**src/rtl/alu_seq_pkg.sv**
```systemverilog
// alu_seq_pkg: shared constants, state encoding and flag-qualification helper
// for alu_sequencer. Define ALU_SEQ_MULTISHIFT_EN to build the SHIFT state that
// iterates the ALU's 1-bit shifts into N-bit shifts.
package alu_seq_pkg;

  localparam int SEQ_DATA_W = 32;
  localparam int FSEL_W     = 6;
  localparam int SHAMT_W    = 5;

  // ALU function selects the sequencer treats specially
  localparam logic [FSEL_W-1:0] FS_PASS_S = 6'h00;
  localparam logic [FSEL_W-1:0] FS_PASS_T = 6'h01;
  localparam logic [FSEL_W-1:0] FS_ADD    = 6'h02;
  localparam logic [FSEL_W-1:0] FS_SUB    = 6'h03;
  localparam logic [FSEL_W-1:0] FS_INC    = 6'h04;
  localparam logic [FSEL_W-1:0] FS_DEC    = 6'h05;
  localparam logic [FSEL_W-1:0] FS_SLL    = 6'h0C;
  localparam logic [FSEL_W-1:0] FS_SRL    = 6'h0D;
  localparam logic [FSEL_W-1:0] FS_SRA    = 6'h0E;
  localparam logic [FSEL_W-1:0] FS_ARB_LO = 6'h0F;
  localparam logic [FSEL_W-1:0] FS_ARB_HI = 6'h12;
  localparam logic [FSEL_W-1:0] FS_CHS    = 6'h1B;

  typedef enum logic [1:0] {
    ST_IDLE  = 2'd0,
    ST_EXEC  = 2'd1,
    ST_DONE  = 2'd2
`ifdef ALU_SEQ_MULTISHIFT_EN
   ,ST_SHIFT = 2'd3
`endif
  } seq_state_t;

  function automatic logic is_shift(input logic [FSEL_W-1:0] fsel);
    return (fsel >= FS_SLL) && (fsel <= FS_SRA);
  endfunction

  // {c_ok, v_ok}: which ALU flags are meaningful for this function select
  function automatic logic [1:0] flags_valid(input logic [FSEL_W-1:0] fsel);
    logic arith;
    arith = ((fsel >= FS_ADD) && (fsel <= FS_DEC)) ||
            ((fsel >= FS_ARB_LO) && (fsel <= FS_ARB_HI));
    return {arith || is_shift(fsel), arith};
  endfunction

endpackage

```
**src/rtl/alu_sequencer.sv**
```systemverilog
// alu_sequencer: one-command-at-a-time controller for the shared 32-bit ALU.
// Registers the ALU inputs, optionally iterates 1-bit shifts (macro
// ALU_SEQ_MULTISHIFT_EN), and returns a registered result with sanitised flags.
//
// state | meaning
// ------+-------------------------------------------------------------
// IDLE  | cmd_ready high; accepted command latched into ALU input regs
// SHIFT | one 1-bit shift per cycle, alu_t <= alu_y (multishift only)
// EXEC  | final ALU pass; result and qualified flags captured
// DONE  | rsp_valid high until rsp_ready
module alu_sequencer
  import alu_seq_pkg::*;
#(
  parameter int DATA_W = SEQ_DATA_W
) (
  input  logic                clk,
  input  logic                reset,
  input  logic                cmd_valid,
  output logic                cmd_ready,
  input  logic [FSEL_W-1:0]   cmd_fsel,
  input  logic [DATA_W-1:0]   cmd_s,
  input  logic [DATA_W-1:0]   cmd_t,
  input  logic [SHAMT_W-1:0]  cmd_shamt,
  output logic                rsp_valid,
  input  logic                rsp_ready,
  output logic [DATA_W-1:0]   rsp_y,
  output logic                rsp_c,
  output logic                rsp_v,
  output logic [FSEL_W-1:0]   alu_fsel,
  output logic [DATA_W-1:0]   alu_s,
  output logic [DATA_W-1:0]   alu_t,
  input  logic [DATA_W-1:0]   alu_y,
  input  logic                alu_c,
  input  logic                alu_v
);

  seq_state_t state;
  seq_state_t state_nxt;
  logic [1:0] flags_ok;

`ifdef ALU_SEQ_MULTISHIFT_EN
  localparam logic [SHAMT_W-1:0] CNT_ONE = SHAMT_W'(1);
  localparam logic [SHAMT_W-1:0] CNT_TWO = SHAMT_W'(2);
  logic [SHAMT_W-1:0] count;
`else
  logic unused_shamt;
  assign unused_shamt = ^cmd_shamt;
`endif

  // reset gates cmd_ready so nothing is offered while the block is held
  assign cmd_ready = (state == ST_IDLE) && !reset;
  assign rsp_valid = (state == ST_DONE);
  // alu_fsel already holds PASS_T for a zero-length shift, so its flags mask to 0
  assign flags_ok  = flags_valid(alu_fsel);

  // state register
  always_ff @(posedge clk or posedge reset) begin
    if (reset) state <= ST_IDLE;
    else       state <= state_nxt;
  end

  // next-state decode
  always_comb begin
    state_nxt = state;
    case (state)
      ST_IDLE: begin
        if (cmd_valid) begin
          state_nxt = ST_EXEC;
`ifdef ALU_SEQ_MULTISHIFT_EN
          if (is_shift(cmd_fsel) && (cmd_shamt >= CNT_TWO)) state_nxt = ST_SHIFT;
`endif
        end
      end
`ifdef ALU_SEQ_MULTISHIFT_EN
      // leave when count steps down to 1: EXEC performs the last 1-bit shift
      ST_SHIFT: if (count == CNT_TWO) state_nxt = ST_EXEC;
`endif
      ST_EXEC: state_nxt = ST_DONE;
      ST_DONE: if (rsp_ready) state_nxt = ST_IDLE;
      default: state_nxt = ST_IDLE;
    endcase
  end

  // ALU input registers, shift counter and response registers
  always_ff @(posedge clk or posedge reset) begin
    if (reset) begin
      alu_fsel <= FS_PASS_S;
      alu_s    <= '0;
      alu_t    <= '0;
      rsp_y    <= '0;
      rsp_c    <= 1'b0;
      rsp_v    <= 1'b0;
`ifdef ALU_SEQ_MULTISHIFT_EN
      count    <= '0;
`endif
    end else begin
      case (state)
        ST_IDLE: begin
          if (cmd_valid) begin
            alu_fsel <= cmd_fsel;
            alu_s    <= cmd_s;
            alu_t    <= cmd_t;
`ifdef ALU_SEQ_MULTISHIFT_EN
            count    <= cmd_shamt;
            // zero-length shift becomes a plain pass of T
            if (is_shift(cmd_fsel) && (cmd_shamt == '0)) alu_fsel <= FS_PASS_T;
`endif
          end
        end
`ifdef ALU_SEQ_MULTISHIFT_EN
        ST_SHIFT: begin
          alu_t <= alu_y;
          count <= count - CNT_ONE;
        end
`endif
        ST_EXEC: begin
          rsp_y <= alu_y;
          rsp_c <= alu_c & flags_ok[1];
          rsp_v <= alu_v & flags_ok[0];
        end
        default: ;
      endcase
    end
  end

endmodule

```
**config.mk**
```make
export PLATFORM = sky130hd
export DESIGN_NAME = alu_sequencer
export DESIGN_NICKNAME = d
export VERILOG_FILES = /design/src/rtl/alu_seq_pkg.sv /design/src/rtl/alu_sequencer.sv
export SDC_FILE = /design/constraint.sdc
export NUM_CORES = 1
export LEC_CHECK = 0
export ABC_CLOCK_PERIOD_IN_PS = 3600
export CAP_MARGIN = 0
export CORE_ASPECT_RATIO = 1.1
export CORE_MARGIN = 2
export CORE_UTILIZATION = 28
export DETAILED_ROUTE_END_ITERATION = 16
export DONT_BUFFER_PORTS = 1
export SLEW_MARGIN = 20
export SYNTH_ARGS = -nofsm -noshare
export SYNTH_HDL_FRONTEND = slang
export SYNTH_SLANG_ARGS = --single-unit
```
**constraint.sdc**
```tcl
create_clock -name clk -period 3.6 [get_ports clk]
set_input_delay 0.9 -clock clk [delete_from_list [all_inputs] [get_ports clk]]
set_output_delay 0.9 -clock clk [all_outputs]
set_load 0.05 [all_outputs]
```
==> flow_summary_export.csv <==
group,metric,value,unit
outcome,status,"complete, no violations",
clock_network,tritoncts,"yes",
clock_network,htreeDepth,3,
global_route,grt_pass1_wl,12100,um
layout,drive_gt1_share,49.6,%
layout,fin_nets,360,
layout,diodes,0,
logic_synthesis,synthesis.nets,356,
timing,fin_crit,2.22,ns
global_route,grt.overflow.total,0,
critical_path,path_max_fanout,4,
flow_run,drv_cap,0,
clock_network,cts_hold_buf,0,
layout,final_cell_mix,"dfrtp_1, mux2_4, mux2_2, clkbuf_16, buf_4",
min_path,hold_path.class,"in -> async",
global_route,antenna_found_initial,0,
route,vias_per_cell,4.45,
placement,hpwl,6050,um
logic_synthesis,yosysUniqueCellTypes,22,
critical_path,startpoint_type,"flip-flop",
global_route,grt_pass1_vias,2179,
route,drt_iter0_markers,82,
timing,rsz0062_at_grt,"false",
floorplanning,dieHeight,136,um
timing,setup_viol,0,
logic_synthesis,syn_inst,243,
layout,utilization,31.2,%
placement,port_buffers,0,
clock_network,cts-root-buf,"clkbuf_16",
floorplanning,dieArea,0.0169,mm2
clock_network,post_cts_buffers,0,
timing,fmax,450,MHz
critical_path,cp_cell_sequence,"nand2b_1, inv_1",
clock_network,clk_latency,0.34,ns
critical_path,slowest_stage,"dfrtp_1",
clock_network,cts_buffers,9,
route,routed_wirelength,8310,um
floorplanning,ios,219,
route,wl_per_cell,18.4,um
critical_path,path_class,"reg -> out",
critical_path,max_stage_delay,0.44,ns
critical_path,crit_arrival,1.32,ns
logic_synthesis,synth_area,0.00444,mm2
floorplanning,start_util,28.4,%
global_route,grt_max_degree,54,
timing,worst_pin_slew,0.988,ns
logic_synthesis,yosys_warnings,0,
placement,gp_congestion,0.652,
route,vias,2012,
route,route.detailed.drc,0,
critical_path,cp_top_family,"flip-flops",
layout,layout_commonest_cell,"dfrtp_1",
global_route,grtUsageTotal,9.61,%
clock_network,ctsResizeCount,0,
critical_path,worst_ep_required_time,2.70,ns
clock_network,cts.clk_slew.worst_paths,0.07,ns
timing,fin_worst_skew,0.00612,ns
logic_synthesis,synth-seq-cells,106,
logic_synthesis,syn_avg_cell_area,18.3,um2
critical_path,crit_buf_inv,1,
timing,maxSlewHeadroom,34.1,%
route,antenna_left,0,
floorplanning,fp.dieW,124,um
clock_network,cts_buffer_depth,2,
floorplanning,rows,48,
clock_network,cts_sinks,106,
timing,fin_tns_setup,0,ns
logic_synthesis,seq_area_frac_synth,59.8,%
timing,fin_crit_sh,61.7,%
timing,maxSlewViolCount,0,
critical_path,cp-end-kind,"output port",
floorplanning,core-area,0.0156,mm2
route,firstDrtPassIters,4,
timing,final_hold_viol_count,0,
layout,syn_to_final_growth,9.89,%
-- registers in the layout (all words and copies together), names as in the netlist --
signal    flops
rsp_y        32
alu_fsel      6
state         2
rsp_v         1
rsp_c         1
alu_s        32
alu_t        32
-- layer usage --
layer / wire length [um] / GRT usage [%] / share of wire (%)
met1: 3010 / 10.2 / 36
met3: 935 / 5.24 / 11
met5: 0 / 0 / 0
met2: 4220 / 15.7 / 51
met4: 147 / 4.00 / 1.8
-- final timing paths --
kind	depth (start not counted)	startpoint	slack [ns]	endpoint
min in group clk	1	rsp_ready	0.67	state[1]
worst max-delay path	2	state[0]	1.38	rsp_valid
worst min register to register	2	state[1]	0.68	state[1]
worst max register to register	3	state[0]	1.62	alu_s[3]
max in group asynchronous	2	reset	2.19	alu_t[21]
worst min-delay path	1	reset	0.47	rsp_y[27]
-- through the flow --
| stage | setup slack, ns | hold slack, ns | instance area (um2) | std cells |
|---|---|---|---|---|
| CTS | 1.34 | 0.466 | 4880 | 452 |
| global route | 1.31 | 0.489 | 4880 | 452 |
| floorplan | 0.755 | 0.579 | 4440 | 243 |
| detailed placement | 1.18 | 0.683 | 4540 | 436 |
| finish | 1.38 | 0.465 | 4880 | 452 |
| global placement | 1.21 | 0.667 | 4540 | 436 |
-- cells by family after synthesis --
kind of cell | Yosys count | synth area share [%]
DFF | 106 | 59.8
muxes | 103 | 32.7
buffers and inverters | 14 | 4.59
and+or+nand+nor | 13 | 1.83
AOI/OAI and AO/OA | 7 | 1.13
-- cells in the mapped netlist --
library cell,n,area [um2]
nand2b_1,2,12.5
nand3_1,1,5.00
a21oi_1,1,5.00
nor3b_2,1,12.5
and2_1,1,6.26
nor2_1,2,7.51
nor2b_1,3,18.8
a21o_1,1,7.51
a41oi_1,1,8.76
mux2i_1,1,10.0
o21ai_0,2,10.0
mux2_4,78,1170
a32o_1,1,10.0
inv_1,2,7.51
a32oi_1,1,8.76
dfrtp_1,106,2650
buf_6,5,56.3
nor3_1,1,5.00
buf_12,7,140
mux2_2,24,270
nor3b_1,1,7.51
or2_2,1,6.26
-- area by class of cell --
| class | instances | area, um2 |
|---|---|---|
| Inverter | 2 | 11.3 |
| Multi-Input combinational cell | 123 | 1590 |
| Sequential cell | 106 | 2650 |
| Fill cell | 1536 | 10700 |
| Clock inverter | 5 | 103 |
| Timing Repair Buffer | 5 | 37.5 |
| Clock buffer | 11 | 233 |
| Tap cell | 200 | 250 |
Power is not shown: default switching activity piles up to over one toggle a cycle in this logic, so the estimate is an artifact.
